[src/rtl/display_scan_ctrl_pkg.sv]
// -----------------------------------------------------------------------------
// display_scan_ctrl_pkg
// Shared constants and helpers for the 4-digit HH:MM display scan controller.
//   - Digit index constants (scan order: minute ones first, hour tens last).
//   - ANODES_OFF: all common-anode selects released (active-low).
//   - anode_sel():  one-hot-low anode pattern for a digit index.
//   - digit_sel():  picks the BCD nibble for a digit index out of a snapshot.
// -----------------------------------------------------------------------------
package display_scan_ctrl_pkg;

   localparam logic [1:0] DIG_MIN_ONES = 2'd0;
   localparam logic [1:0] DIG_MIN_TENS = 2'd1;
   localparam logic [1:0] DIG_HR_ONES  = 2'd2;
   localparam logic [1:0] DIG_HR_TENS  = 2'd3;

   localparam logic [3:0] ANODES_OFF   = 4'b1111;

   function automatic logic [3:0] anode_sel(input logic [1:0] idx);
      logic [3:0] w_onehot;
      w_onehot = 4'b0001 << idx;
      return ~w_onehot;
   endfunction

   function automatic logic [3:0] digit_sel(input logic [15:0] snap, input logic [1:0] idx);
      logic [3:0] w_nib;
      w_nib = 4'd0;
      unique case (idx)
         DIG_MIN_ONES: w_nib = snap[3:0];
         DIG_MIN_TENS: w_nib = snap[7:4];
         DIG_HR_ONES:  w_nib = snap[11:8];
         DIG_HR_TENS:  w_nib = snap[15:12];
         default:      w_nib = 4'd0;
      endcase
      return w_nib;
   endfunction

endpackage

[src/rtl/display_scan_ctrl_prescaler.sv]
// -----------------------------------------------------------------------------
// scan_prescaler
// Modulo-MODULUS counter advanced by i_en, with synchronous active-low reset.
// Used both as the per-slot refresh divider and as the frame-to-blink divider.
// Ports:
//   i_clk       system clock
//   i_rst_n     synchronous active-low reset (count -> 0)
//   i_en        advance the count this cycle
//   o_tick      i_en at terminal count (MODULUS-1): the counter wraps this edge
//   o_in_guard  count is within 0..GUARD-1 (never set when GUARD == 0)
// -----------------------------------------------------------------------------
module scan_prescaler #(
   parameter int unsigned MODULUS = 4,
   parameter int unsigned GUARD   = 0
) (
   input  logic i_clk,
   input  logic i_rst_n,
   input  logic i_en,
   output logic o_tick,
   output logic o_in_guard
);

   localparam int unsigned W = (MODULUS > 1) ? $clog2(MODULUS) : 1;
   localparam logic [W-1:0] LAST       = W'(MODULUS - 1);
   localparam logic [W-1:0] GUARD_LAST = W'((GUARD > 0) ? GUARD - 1 : 0);

   logic [W-1:0] r_count;
   logic         w_at_last;

   assign w_at_last = (r_count == LAST);

   always_ff @(posedge i_clk) begin
      if (!i_rst_n) begin
         r_count <= '0;
      end else if (i_en) begin
         r_count <= w_at_last ? '0 : r_count + 1'b1;
      end
   end

   assign o_tick     = i_en && w_at_last;
   assign o_in_guard = (GUARD > 0) && (r_count <= GUARD_LAST);

endmodule

[src/rtl/display_scan_ctrl.sv]
// -----------------------------------------------------------------------------
// display_scan_ctrl
// Time-multiplexed scan controller for a 4-digit HH:MM common-anode display,
// feeding a BCD-to-7-segment decoder. One digit per slot; every slot opens
// with GUARD cycles of all anodes off to stop ghosting.
// Ports:
//   i_clk          system clock
//   i_rst_n        synchronous active-low reset
//   i_digits       BCD {hour tens, hour ones, min tens, min ones}
//   i_blank        1 = whole display dark (scan keeps running)
//   i_lzb          1 = suppress hour-tens digit when it is 0
//   i_blink_mask   per-digit blink enable, bit i = digit index i
//   i_colon_en     1 = colon lit
//   i_colon_blink  1 = colon follows the blink phase
//   o_digit_out    BCD nibble to the decoder (non-BCD passed through)
//   o_seg_en       decoder enable
//   o_an           active-low anode selects, bit i = digit index i
//   o_dp_n         active-low colon
// All outputs are registered from the current counter state, so pins lag the
// counters by exactly one cycle.
// -----------------------------------------------------------------------------
module display_scan_ctrl
   import display_scan_ctrl_pkg::*;
#(
   parameter int unsigned REFRESH_DIV  = 50000,
   parameter int unsigned GUARD        = 2,
   parameter int unsigned BLINK_FRAMES = 64
) (
   input  logic        i_clk,
   input  logic        i_rst_n,
   input  logic [15:0] i_digits,
   input  logic        i_blank,
   input  logic        i_lzb,
   input  logic [3:0]  i_blink_mask,
   input  logic        i_colon_en,
   input  logic        i_colon_blink,
   output logic [3:0]  o_digit_out,
   output logic        o_seg_en,
   output logic [3:0]  o_an,
   output logic        o_dp_n
);

   // Scan state
   logic [1:0]  r_idx;
   logic [15:0] r_snap;
   logic        r_first;        // first cycle out of reset: snapshot not yet loaded
   logic        r_blink_phase;  // 1 = "off" half of the blink period

   // Registered outputs
   logic [3:0]  r_digit_out;
   logic        r_seg_en;
   logic [3:0]  r_an;
   logic        r_dp_n;

   logic        w_slot_tick;
   logic        w_in_guard;
   logic        w_frame_end;
   logic        w_blink_wrap;
   logic [15:0] w_snap;
   logic        w_lz_kill;
   logic        w_blink_kill;
   logic        w_colon_on;
   logic [3:0]  w_digit;
   logic        w_seg_en;
   logic [3:0]  w_an;
   logic        w_dp_n;

   scan_prescaler #(
      .MODULUS (REFRESH_DIV),
      .GUARD   (GUARD)
   ) u_slot_div (
      .i_clk      (i_clk),
      .i_rst_n    (i_rst_n),
      .i_en       (1'b1),
      .o_tick     (w_slot_tick),
      .o_in_guard (w_in_guard)
   );

   assign w_frame_end = w_slot_tick && (r_idx == DIG_HR_TENS);

   scan_prescaler #(
      .MODULUS (BLINK_FRAMES),
      .GUARD   (0)
   ) u_blink_div (
      .i_clk      (i_clk),
      .i_rst_n    (i_rst_n),
      .i_en       (w_frame_end),
      .o_tick     (w_blink_wrap),
      .o_in_guard ()
   );

   // On the very first cycle after reset the snapshot register still holds 0,
   // so bypass to the live digits; that is the value being captured this edge.
   assign w_snap = r_first ? i_digits : r_snap;

   always_comb begin
      w_digit      = digit_sel(w_snap, r_idx);
      w_lz_kill    = i_lzb && (r_idx == DIG_HR_TENS) && (w_snap[15:12] == 4'd0);
      w_blink_kill = i_blink_mask[r_idx] && r_blink_phase;
      w_seg_en     = !w_in_guard && !i_blank && !w_blink_kill && !w_lz_kill;
      w_an         = w_in_guard ? ANODES_OFF : anode_sel(r_idx);
      w_colon_on   = !w_in_guard && (r_idx == DIG_HR_ONES) && i_colon_en &&
                     !(i_colon_blink && r_blink_phase) && !i_blank;
      w_dp_n       = !w_colon_on;
   end

   always_ff @(posedge i_clk) begin
      if (!i_rst_n) begin
         r_idx         <= DIG_MIN_ONES;
         r_snap        <= 16'h0000;
         r_first       <= 1'b1;
         r_blink_phase <= 1'b0;
         r_digit_out   <= 4'd0;
         r_seg_en      <= 1'b0;
         r_an          <= ANODES_OFF;
         r_dp_n        <= 1'b1;
      end else begin
         r_first <= 1'b0;
         if (w_slot_tick) begin
            r_idx <= r_idx + 2'd1;
         end
         if (w_frame_end || r_first) begin
            r_snap <= i_digits;
         end
         // Toggles on the frame-end edge, so the new phase covers the next
         // frame from its first slot onward.
         if (w_blink_wrap) begin
            r_blink_phase <= ~r_blink_phase;
         end
         r_digit_out <= w_digit;
         r_seg_en    <= w_seg_en;
         r_an        <= w_an;
         r_dp_n      <= w_dp_n;
      end
   end

   assign o_digit_out = r_digit_out;
   assign o_seg_en    = r_seg_en;
   assign o_an        = r_an;
   assign o_dp_n      = r_dp_n;

endmodule

[config.mk]
export PLATFORM = sky130hd
export DESIGN_NAME = display_scan_ctrl
export DESIGN_NICKNAME = d
export VERILOG_FILES = /design/src/rtl/display_scan_ctrl_pkg.sv /design/src/rtl/display_scan_ctrl_prescaler.sv /design/src/rtl/display_scan_ctrl.sv
export SDC_FILE = /design/constraint.sdc
export NUM_CORES = 1
export LEC_CHECK = 0
export BUFFER_PORTS_ARGS = -buffer_cell sky130_fd_sc_hd__buf_2
export CORE_MARGIN = 2
export CORE_UTILIZATION = 60
export CTS_CLUSTER_DIAMETER = 80
export CTS_CLUSTER_SIZE = 10
export DETAILED_ROUTE_END_ITERATION = 10
export PLACE_DENSITY = 0.83
export REMOVE_ABC_BUFFERS = 1
export SYNTH_ARGS = -nofsm -noshare
export SYNTH_HDL_FRONTEND = slang
export SYNTH_SLANG_ARGS = --single-unit
[constraint.sdc]
create_clock -name i_clk -period 2.79 [get_ports i_clk]
set_input_delay 0.6975 -clock i_clk [delete_from_list [all_inputs] [get_ports i_clk]]
set_output_delay 0.6975 -clock i_clk [all_outputs]
set_load 0.02 [all_outputs]
Word level (Yosys, flattened, before mapping)
Cells that the tools add are included.
{ "totals": {"wordCells": 54, "out_inout_bits": 10, "ff_bits": 52, "input_bits": 26} }
{ "op_classes": {"n_eq_ne": 5, "mux": 6, "order_cmp": 2, "n_bitwise": 3, "reduce_logical": 24, "addsub": 3, "shift": 1} }
{ "ops": {"columns": ["operator", "count"], "rows": [
  ["16-bit by 1-bit adder with 16-bit output (second input constant)", 1],
  ["16-bit equality test (second input constant)", 1],
  ["16-bit by 1-bit <= comparator with 1-bit output (second input constant)", 1],
  ["16-bit 2-to-1 mux", 1],
  ["4-bit case mux with 4 select lines", 1],
  ["1-bit logical AND", 13],
  ["6-bit by 1-bit adder with 6-bit output (second input constant)", 1],
  ["6-bit equality test (second input constant)", 1],
  ["1-bit logical NOT", 6],
  ["6-bit 2-to-1 mux", 1],
  ["2-bit equality test (second input constant)", 2],
  ["4-bit logical NOT", 1],
  ["4-bit inverter", 1],
  ["2-bit OR reduction", 2],
  ["1-bit by 2-bit << shifter with 4-bit output (first input constant)", 1],
  ["2-bit by 3-bit less-than comparator with 1-bit output (second input constant)", 1],
  ["2-bit by 1-bit adder with 2-bit output (second input constant)", 1],
  ["1-bit binary-select mux with 2-bit select", 1],
  ["2-bit by 1-bit equality test with 1-bit output (second input constant)", 1],
  ["2-bit logical NOT", 1],
  ["1-bit 2-to-1 mux", 2],
  ["1-bit inverter", 2],
  ["1-bit logical OR", 1]
]} }

Depth between registers and ports, before layout
Gate-level depths: netlist of run 1.
{ "logic_depth": {"ltp_word": 7, "mapped_depth": 8, "mapped_depth_nobuf": 5} }

Modules after synthesis
From an unflattened synthesis of run 1, not the netlist that was laid out.
{ "hier_totals": {"cells_unflattened": 267, "area_unflattened_um2": 2502.4} }
{ "by_module_without_submodules": {"columns": ["module", "n_inst", "area_each_um2", "cells_each", "seq_area_each_um2"], "rows": [
  ["display_scan_ctrl", 1, 1387.6, 147, 600.6],
  ["scan_prescaler at u_slot_div", 1, 840.8, 91, 320.3],
  ["scan_prescaler at u_blink_div", 1, 274.0, 29, 120.1]
]} }

Least setup slack after synthesis of run 1
Ideal clock, no wire load.
{ "synth_path": {"path_kind": "register -> register", "from": "register u_slot_div.r_count[0]", "to": "register r_snap[10]", "setup_slack_ps": 975, "t_arrival_ps": 1744, "path_buffers": 3, "required_ps": 2718, "setup_time_ps": 72, "path_stages_with_launch": 9, "synth_period_minus_slack_ps": 1815, "cell_sequence": "dfxtp_1 > ha_1 > clkbuf_2 > and4_1 > and4_2 > buf_4 > nor2_8 > buf_6 > mux2i_1"} }
{ "synth_between": {"elab_chain_len": 3} }
{ "synth_rtl": {"columns": ["item", "line", "source"], "rows": [
  ["start: declaration", "display_scan_ctrl_prescaler.sv:27", "logic [W-1:0] r_count;"],
  ["start signal: assignment", "display_scan_ctrl_prescaler.sv:36", "r_count <= w_at_last ? '0 : r_count + 1'b1;"],
  ["16-bit equality test", "display_scan_ctrl_prescaler.sv:30", "assign w_at_last = (r_count == LAST);"],
  ["1-bit logical AND", "display_scan_ctrl.sv:79", "assign w_frame_end = w_slot_tick && (r_idx == DIG_HR_TENS);"],
  ["1-bit logical OR", "display_scan_ctrl.sv:122", "if (w_frame_end || r_first) begin"],
  ["end signal: assignment", "display_scan_ctrl.sv:123", "r_snap <= i_digits;"],
  ["end: declaration", "display_scan_ctrl.sv:45", "logic [15:0] r_snap;"]
]} }
No other way between the ends.
A chain may end at the register's enable or synchronous reset.

Worst setup path in the final report of run 1
{ "layout_path": {"from": "register r_idx[1]", "to": "register u_blink_div.r_count[3]"} }
{ "layout_between": {"elab_chain_len": 2} }
{ "layout_rtl": {"columns": ["item", "line", "source"], "rows": [
  ["start: declaration", "display_scan_ctrl.sv:44", "logic [1:0] r_idx;"],
  ["start signal: assignment", "display_scan_ctrl.sv:120", "r_idx <= r_idx + 2'd1;"],
  ["2-bit equality test", "display_scan_ctrl.sv:79", null],
  ["1-bit logical AND", "display_scan_ctrl.sv:79", null],
  ["end signal: assignment", "display_scan_ctrl_prescaler.sv:36", null],
  ["end: declaration", "display_scan_ctrl_prescaler.sv:27", null]
]} }
No other way between the ends.

==> results.md, run 1 <==
Route:
- The routed layout has 2047 vias.
- The top routing layer in use is met4.
- Wire segments on met3 add up to 281 um in the final route.
- After detailed routing, the number of remaining DRC violations is 0.
- Dividing the detail-routed wire length by the instance count gives between 15 and 20 um.
- After detailed routing, the met2 layer carries 2460 um of wire.
- The wire length after detailed routing is about 5300 um.
- The count of TritonRoute iterations in the first routing pass is 4.
- The routed metal-1 wirelength is approximately 2400 um.
- In this run, the number of DRC markers left after iteration 0 of detailed routing was ~180.
- The number of vias per cell is a little under 6.
- The detail route stage leaves a number of antenna-violating nets equal to 0.

STA:
- The final period demand of the worst path is 2030 ps.
- The relative slew slack is 56.5%.
- The count of pins over their slew limit was 0.
- The worst-case setup margin in the final layout is 764 ps.
- The clock tree skew after final layout is 13.1 ps.
- In the finished design, the share of the clock period the worst path needs comes to approximately 73%.
- The number of endpoints failing setup at the final stage is 0.
- Static timing analysis puts the maximum clock frequency at 494 MHz.
- Setup repair after global routing left no endpoint under its margin.
- The final hold violation count is 0.
- The actual slew at the worst max-slew pin is 651 ps.
- In the final timing run, aggregate negative setup slack is 0 ps.
- The minimum hold slack is 466 ps.

Finish:
- The post-route netlist has 22.0% of its cells at a drive strength greater than 1.
- The total inserted antenna cells is 0.
- After the last flow step, the layout net total stands at 335.
- From synthesis to final layout, the design area changed by 11.7%.
- The fill cell instance count of the final layout is 326.

CTS:
- In this run, CTS created clock tree buffers numbering 5.
- In this run the number of H-tree levels came out at 2.
- The number of setup buffers added after CTS is 0.
- The root buffer selected by CTS is sky130_fd_sc_hd__clkbuf_8.
- The clock net in this run drives a total of 52 sinks.
- TritonCTS built the clock tree.
- The clock reaches the later pin of the worst-skew pair after 310 ps.
- After clock tree synthesis, the clock-pin slew on the worst setup and hold paths is ~90 ps.
- The clock passes through at most 2 buffers.
- The total of cells resized after clock tree synthesis is 0.
- In this run, post-CTS hold repair placed 0 buffers.

Min path:
- The cell count of the worst hold path is 2.
- The path class of the tightest hold or removal check is reg -> reg.
- The worst min-delay path endpoint is r_snap[8]$_SDFFE_PN0P_.
- The startpoint of the tightest hold check path is r_snap[8]$_SDFFE_PN0P_.

Place:
- Port buffering added 35 buffers.
- After legalization and detailed placement, the total HPWL measured 3710 um.
- The setup slack after placement is 847 ps.
- The routability congestion estimate is 0.873.

Logic synthesis:
- The commonest cells after synthesis are sky130_fd_sc_hd__dfxtp_1 (52), sky130_fd_sc_hd__nand2_1 (46), sky130_fd_sc_hd__mux2i_1 (24).
- The area fraction of the dominant cell type after synthesis is about two fifths.
- The average cell area after synthesis is 9.38 um2.
- Yosys instantiated no cell more often than sky130_fd_sc_hd__dfxtp_1.
- The most area-hungry cell type in the Yosys netlist is sky130_fd_sc_hd__dfxtp_1.
- The instance count of the mapped netlist is 273.
- The leading register cell type out of synthesis is sky130_fd_sc_hd__dfxtp_1.
- Yosys attributes the largest share of cell area to sky130_fd_sc_hd__dfxtp_1 (41%), sky130_fd_sc_hd__mux2i_1 (9.4%), sky130_fd_sc_hd__nand2_1 (6.7%).
- The number of flip-flops and latches in the synthesized netlist is 52.
- The warning count from the yosys run is 0.
- The number of synthesized flops with an enable pin is 0.
- The number of different library cells used by synthesis comes to 43.
- After synthesis, the share of flip-flops with an asynchronous set or reset is 0%.
- Sequential cells were found to cover 40.6% of the synthesized design area.
- The mapped cell area is 2560 um2.

Critical path:
- The slowest stage of the critical path belongs to the cell sky130_fd_sc_hd__dfxtp_1.
- The largest single stage delay on the critical path is 440 ps.
- The peak fanout along the critical path is 9.
- Broken down by cell family, the worst path's largest delay share belongs to simple AND/OR/NAND/NOR gates.
- In this run the critical register-to-register path is launched from r_idx[1]$_SDFFE_PN0N_.
- The number of buffers and inverters on the critical path is 0.
- The nature of the critical path endpoint is a register.
- The reg2reg setup slack is 760 ps.
- The arrival time of data at the critical path endpoint is 2220 ps.
- The required time at the worst-slack endpoint is between 2000 and 3000 ps.
- The signal on the critical path passes through ha_1, nor4b_1, and4_2, a31oi_1, a31o_2.
- The count of cells along the worst register-to-register path is 5.
- The startpoint type of the worst setup path is a register.
- The setup path with the least slack is of type reg -> reg.
- The endpoint identified for the worst register-to-register timing path is u_blink_div.r_count[3]$_SDFFE_PN0P_.

Floorplanning:
- The initial cell density of the core is 63.1%.
- The area of the die is between 4000 and 5000 um2.
- The die is about 69 um wide.
- The overall die height is roughly 69 um.
- In this run the core area contains 23 standard-cell rows.
- The area of the placeable core is between 4000 and 5000 um2.
- In this run the count of I/O pins placed on the die edge is 36.

Global routing:
- The total track usage is 23.4%.
- The total overflow reported by the global router is 0.
- The initial antenna violation count is 0.
- The first-pass GRT wire length is about 9300 um.
- The via count of the first global-routing pass is 1991.
- Entering global routing, the biggest net connects 31 pins.

Pwr:
- In this run the static leakage power is about 0.0012 uW.
- IR analysis of the VDD net gives a maximum drop of 0.332 mV.
- Dividing total power by cell area gives a power density of 527 nW/um2.

Job:
- Across the run, the number of max-cap violations was 0.

Status:
- The run finished with clean final reports.
sequential cells by signal, indices dropped and copies added (netlist names):
name and count:
u_blink_div.r_count 6, r_snap 16, r_blink_phase 1, u_slot_div.r_count 16
r_first 1, o_dp_n 1, o_digit_out 4, o_an 4
r_idx 2, o_seg_en 1
cell type report:
type	instances	area (um2)	area share [%]
Clock inverter	2	60.1	2.10
Inverter	6	22.5	0.787
Clock buffer	5	68.8	2.40
Sequential cell	52	1040	36.4
Multi-Input combinational cell	198	1420	49.5
Timing Repair Buffer	37	190	6.65
Tap cell	50	62.6	2.19
cell usage in the layout (no fill, tap or decap), types with 2 or more instances in the layout:
| cell type | n |
|---|---|
| sky130_fd_sc_hd__a21oi_1 | 9 |
| sky130_fd_sc_hd__a221oi_1 | 4 |
| sky130_fd_sc_hd__a22oi_1 | 4 |
| sky130_fd_sc_hd__a31oi_1 | 2 |
| sky130_fd_sc_hd__and2_1 | 2 |
| sky130_fd_sc_hd__and3_1 | 3 |
| sky130_fd_sc_hd__and4_1 | 4 |
| sky130_fd_sc_hd__buf_2 | 35 |
| sky130_fd_sc_hd__buf_4 | 2 |
| sky130_fd_sc_hd__bufinv_16 | 2 |
| sky130_fd_sc_hd__clkbuf_8 | 5 |
| sky130_fd_sc_hd__dfxtp_1 | 52 |
| sky130_fd_sc_hd__ha_1 | 9 |
| sky130_fd_sc_hd__inv_1 | 6 |
| sky130_fd_sc_hd__mux2_2 | 13 |
| sky130_fd_sc_hd__mux2i_1 | 24 |
| sky130_fd_sc_hd__nand2_1 | 46 |
| sky130_fd_sc_hd__nand3_1 | 9 |
| sky130_fd_sc_hd__nand4_1 | 8 |
| sky130_fd_sc_hd__nor2_1 | 19 |
| sky130_fd_sc_hd__nor4_1 | 7 |
| sky130_fd_sc_hd__o31ai_1 | 2 |
| sky130_fd_sc_hd__or4_1 | 2 |
| sky130_fd_sc_hd__xnor2_1 | 6 |
| sky130_fd_sc_hd__xor2_1 | 9 |
worst min-delay path, delay by kind of cell, from the launching register on:
| kind | cells | cell delay, ps |
|---|---|---|
| DFF | 1 | 320 |
| muxes | 1 | 50 |
| and+or+nand+nor | 1 | 50 |
layer usage:
metal | up-vias | global-route usage [%]
li1 | 1019 | -
met1 | 964 | 31.5
met2 | 56 | 38.2
met3 | 8 | 5.09
met4 | 0 | 6.10
met5 | - | 0
per-stage QoR:
stage               util [%]  power (uW)  cells  area [um2]
detailed placement      67.3         934    343        2730
CTS                     70.5        1520    350        2860
global placement        67.3         930    343        2730
floorplan                  -         879    256        2480
global route            70.5        1560    350        2860
finish                  70.5        1510    350        2860
how the worst max path moves through the flow:
stage | endpoint | startpoint | depth (start not counted) | slack [ps]
finish | u_blink_div.r_count[3]$_SDFFE_PN0P_ | r_idx[1]$_SDFFE_PN0N_ | 5 | 760
global placement | r_blink_phase$_SDFFE_PN0P_ | u_slot_div.r_count[0]$_SDFF_PP0_ | 5 | 910
CTS | u_blink_div.r_count[3]$_SDFFE_PN0P_ | r_idx[1]$_SDFFE_PN0N_ | 5 | 790
global route | u_blink_div.r_count[3]$_SDFFE_PN0P_ | r_idx[0]$_SDFFE_PN0N_ | 5 | 630
floorplan | u_blink_div.r_count[5]$_SDFFE_PN0P_ | u_slot_div.r_count[0]$_SDFF_PP0_ | 5 | 1000
detailed placement | u_blink_div.r_count[5]$_SDFFE_PN0P_ | u_slot_div.r_count[0]$_SDFF_PP0_ | 5 | 850
power by group:
| group | switching [uW] | internal (uW) | total, uW | leakage, uW |
|---|---|---|---|---|
| logic | 68.4 | 63.3 | 132 | 0.000693 |
| registers | 19.0 | 767 | 786 | 0.000424 |
| clock network | 238 | 353 | 591 | 0.0000642 |
| total | 325 | 1180 | 1510 | 0.00118 |
kinds of logic (layout without fill, tap and decap cells):
kind of cell	Yosys count	count (layout)	share of synthesized area [%]
compound gates	25	25	6.69
xor+xnor	15	15	5.13
fa+ha+maj	9	9	4.40
buf+inv	23	50	4.05
flops	52	52	40.6
mux	38	38	16.0
simple gates	111	111	23.1
No activity file was read; power rests on OpenSTA's default activity.
==> run 2, diff against run 1 <==
--- a/config.mk
+++ b/config.mk
@@ -7,11 +7,11 @@
 export LEC_CHECK = 0
 export BUFFER_PORTS_ARGS = -buffer_cell sky130_fd_sc_hd__buf_2
 export CORE_MARGIN = 2
-export CORE_UTILIZATION = 60
+export CORE_UTILIZATION = 57
 export CTS_CLUSTER_DIAMETER = 80
 export CTS_CLUSTER_SIZE = 10
 export DETAILED_ROUTE_END_ITERATION = 10
-export PLACE_DENSITY = 0.83
+export PLACE_DENSITY = 0.79
 export REMOVE_ABC_BUFFERS = 1
 export SYNTH_ARGS = -nofsm -noshare
 export SYNTH_HDL_FRONTEND = slang
==> constraint.sdc (replaced) <==
create_clock -name i_clk -period 1.9 [get_ports i_clk]
set_input_delay 0.475 -clock i_clk [delete_from_list [all_inputs] [get_ports i_clk]]
set_output_delay 0.475 -clock i_clk [all_outputs]
set_load 0.02 [all_outputs]
==> results.md, run 2 (synthesis results as in run 1) <==
Min path:
- The class of the most critical hold timing path is in -> reg.
- The startpoint of the tightest hold check path is i_blank.
- The worst hold path passes through 2 cells.
- The worst min-delay path endpoint is o_dp_n$_SDFF_PN1_.

CTS:
- The clock-pin slew reported for the worst setup and hold paths after clock tree synthesis is 90 ps.
- After clock tree synthesis, the flow added hold-fix buffers numbering 0.
- TritonCTS built the clock tree.
- TritonCTS created 5 clock buffers.
- The maximum buffer depth of the clock tree is 2.
- The post-CTS setup buffer count is 0.
- Clock tree synthesis selected as its root buffer the cell sky130_fd_sc_hd__clkbuf_8.
- The number of clock sinks seen by CTS is 52.
- Gates resized during post-CTS repair numbered 0.
- At the later pin of the worst-skew pair, clock insertion delay measures 310 ps.
- In this run the number of H-tree levels came out at 2.

Critical path:
- The worst setup path is launched from a register.
- On the worst path, the slowest cell contributes a delay of about 540 ps.
- The count of cells along the worst register-to-register path is 5.
- For the worst setup path, the data arrival time is 2010 ps.
- The nature of the critical path endpoint is a register.
- The worst register-to-register path begins at u_slot_div.r_count[1]$_SDFF_PP0_.
- In this run the worst path has a maximum fanout of 10.
- The path type of the worst setup path is reg -> reg.
- The required time at the worst-slack endpoint is 2130 ps.
- The cell type of the slowest stage on the worst timing path is sky130_fd_sc_hd__or4_1.
- Counting both buffers and inverters, the worst setup path holds a total of 0.
- The endpoint of the worst-slack reg-to-reg timing path is u_blink_div.r_count[5]$_SDFFE_PN0P_.
- The signal on the critical path passes through ha_1, and4_1, nand4_4, or4_1, a21oi_1.
- Setup slack on the worst reg-to-reg path comes out at 120 ps.
- The category of cells accounting for the largest share of critical-path delay is simple AND/OR/NAND/NOR gates.

Pwr:
- The internal cell power is 1660 uW.
- For this design the total switching power over the nets is roughly 500 uW.
- In this run switching power makes up a little under a quarter of total power.
- In this run the static leakage power is 0.00122 uW.
- The completed layout was analyzed and its total power is 2150 uW.
- The maximum vdd drop is 0.528 mV.
- The fraction of power consumed by combinational cells is 9.7%.
- For this design the ratio of total power to cell area is 739 nW/um2.
- Per report_power, the clock group accounts for 37.1% of the total.
- Sequential cells burn between 50 and 60% of the power.

Global routing:
- Global routing finished with a remaining overflow of 0.
- The first global-routing pass estimated roughly 9100 um of wire.
- The via count of the first global-routing pass came to 2004.
- Entering global routing, the biggest net connects 24 pins.
- The initial antenna violation count came to 0.
- The total track usage is 22.7%.

Floorplanning:
- The initial utilization of the core area, before any placement, comes to 58.8%.
- The number of ports placed on the die boundary is 36.
- The area of the placeable core is 4350 um2.
- The overall die height is just over 70 um.
- The die covers 5050 um2.
- The total number of placement rows is 24.
- The horizontal die dimension is 71.0 um.

STA:
- Setup repair after global routing left no endpoint under its margin.
- The highest achievable clock rate is roughly 560 MHz.
- In this run the tightest slew margin relative to its limit is 68.9%.
- The sum of negative setup slack is 0 ps.
- Subtracting the final worst setup slack from the clock period gives 1780 ps.
- The final cycle utilization of the critical path is a little over nine tenths.
- The clock tree skew after final layout is between 10 and 15 ps.
- Setup violations remaining at the end of the flow were counted as 0.
- The count of pins over their slew limit is 0.
- The final hold violation count is 0.
- At the pin with the least slew margin, the transition time is approximately 470 ps.

Finish:
- In the final layout, the multi-input gates occupy 1420 um2.
- In the layout the commonest cells are sky130_fd_sc_hd__dfxtp_1 (52), sky130_fd_sc_hd__nand2_1 (46), sky130_fd_sc_hd__buf_2 (35).
- The largest registers in the layout are r_snap (16), u_slot_div.r_count (16), u_blink_div.r_count (6).
- The count of placed standard cells in the final layout, fillers left out is 359.
- The final standard cell area without fillers is 2910 um2.
- The most common cell after layout, fill and taps aside is sky130_fd_sc_hd__dfxtp_1.
- The sequential cell area is 1040 um2.
- The total inserted antenna cells is 0.
- The final design utilization is 66.9%.
- At the end of the flow, the number of nets in the layout was 341.
- The fill cell instance count of the final layout is 340.
- In the final layout, the share of cells above drive strength 1 is 23.8%.
- From synthesis to final layout, the design area changed by 13.8%.

Place:
- The cell count after placement is 351.
- The estimated wirelength of the detail-placed design is 3890 um.
- The post-place instance area is 2790 um2.
- At the end of routability-driven placement, the weighted congestion stood at 0.846.
- The count of buffers from port buffering is 35.

Route:
- The post-detailed-route DRC marker count is 0.
- After detailed routing, the total wire length is 5300 um.
- The post-detailed-route count of antenna-violating nets is 0.
- For this block, the initial DRC count from the detailed router was about 140.
- The detailed-route via count is 2055.
- The number of vias per cell is 5.72.
- The count of TritonRoute iterations in the first routing pass is 4.
- The detail-routed net length per standard cell is 14.7 um.

Job:
- The number of violations of the max-capacitance limit is 0.

Status:
- The flow ran to the end, and the final reports show no timing, DRC or antenna violations.
run 2: cell count changes in the layout (fill, tap and decap cells not counted):
| cell | change |
|---|---|
| sky130_fd_sc_hd__clkinv_4 | +1 |
| sky130_fd_sc_hd__bufinv_16 | -1 |
| sky130_fd_sc_hd__buf_4 | +5 |
| sky130_fd_sc_hd__clkbuf_8 | +1 |
| sky130_fd_sc_hd__buf_12 | +1 |
run 2: worst max-delay path by stage:
stage                                           from                                  end  slack [ps]  depth (start not counted)
finish              u_slot_div.r_count[1]$_SDFF_PP0_  u_blink_div.r_count[5]$_SDFFE_PN0P_         120                          5
global route        u_slot_div.r_count[3]$_SDFF_PP0_           r_blink_phase$_SDFFE_PN0P_          40                          4
CTS                 u_slot_div.r_count[1]$_SDFF_PP0_  u_blink_div.r_count[5]$_SDFFE_PN0P_         120                          5
detailed placement  u_slot_div.r_count[1]$_SDFF_PP0_  u_blink_div.r_count[5]$_SDFFE_PN0P_         140                          5
global placement               r_idx[0]$_SDFFE_PN0N_               r_snap[4]$_SDFFE_PN0P_         220                          5
floorplan           u_slot_div.r_count[0]$_SDFF_PP0_  u_blink_div.r_count[5]$_SDFFE_PN0P_         110                          5
run 2: through the flow:
step / setup WS [ps] / hold slack, ps
2_1_floorplan: 113 / 436
3_5_place_dp: 144 / 454
6_report: 117 / 365
3_3_place_gp: 217 / 442
4_1_cts: 117 / 365
5_1_grt: 36.0 / 357
run 2: routing by layer:
layer | up-vias | part of all wire (%) | global-route usage (%)
met5 | - | 0 | 0
met4 | 0 | 0.74 | 6.50
met3 | 4 | 4.2 | 5.13
met2 | 44 | 49 | 40.3
met1 | 971 | 46 | 27.4
li1 | 1036 | - | -
run 2: layout make-up:
cell class	count	area share, %
timing repair buffer	43	8.50
clock buffer	6	2.83
tap	52	2.23
multi-input combinational	198	48.6
inverter	6	0.773
sequential	52	35.7
clock inverter	2	1.33
run 2: power by group through the flow:
stage               sequential (uW)  combinational [uW]  clock [uW]
finish                         1150                 210         798
floorplan                      1190                 105           0
global placement               1170                 202           0
global route                   1150                 230         863
CTS                            1150                 211         810
detailed placement             1170                 210           0
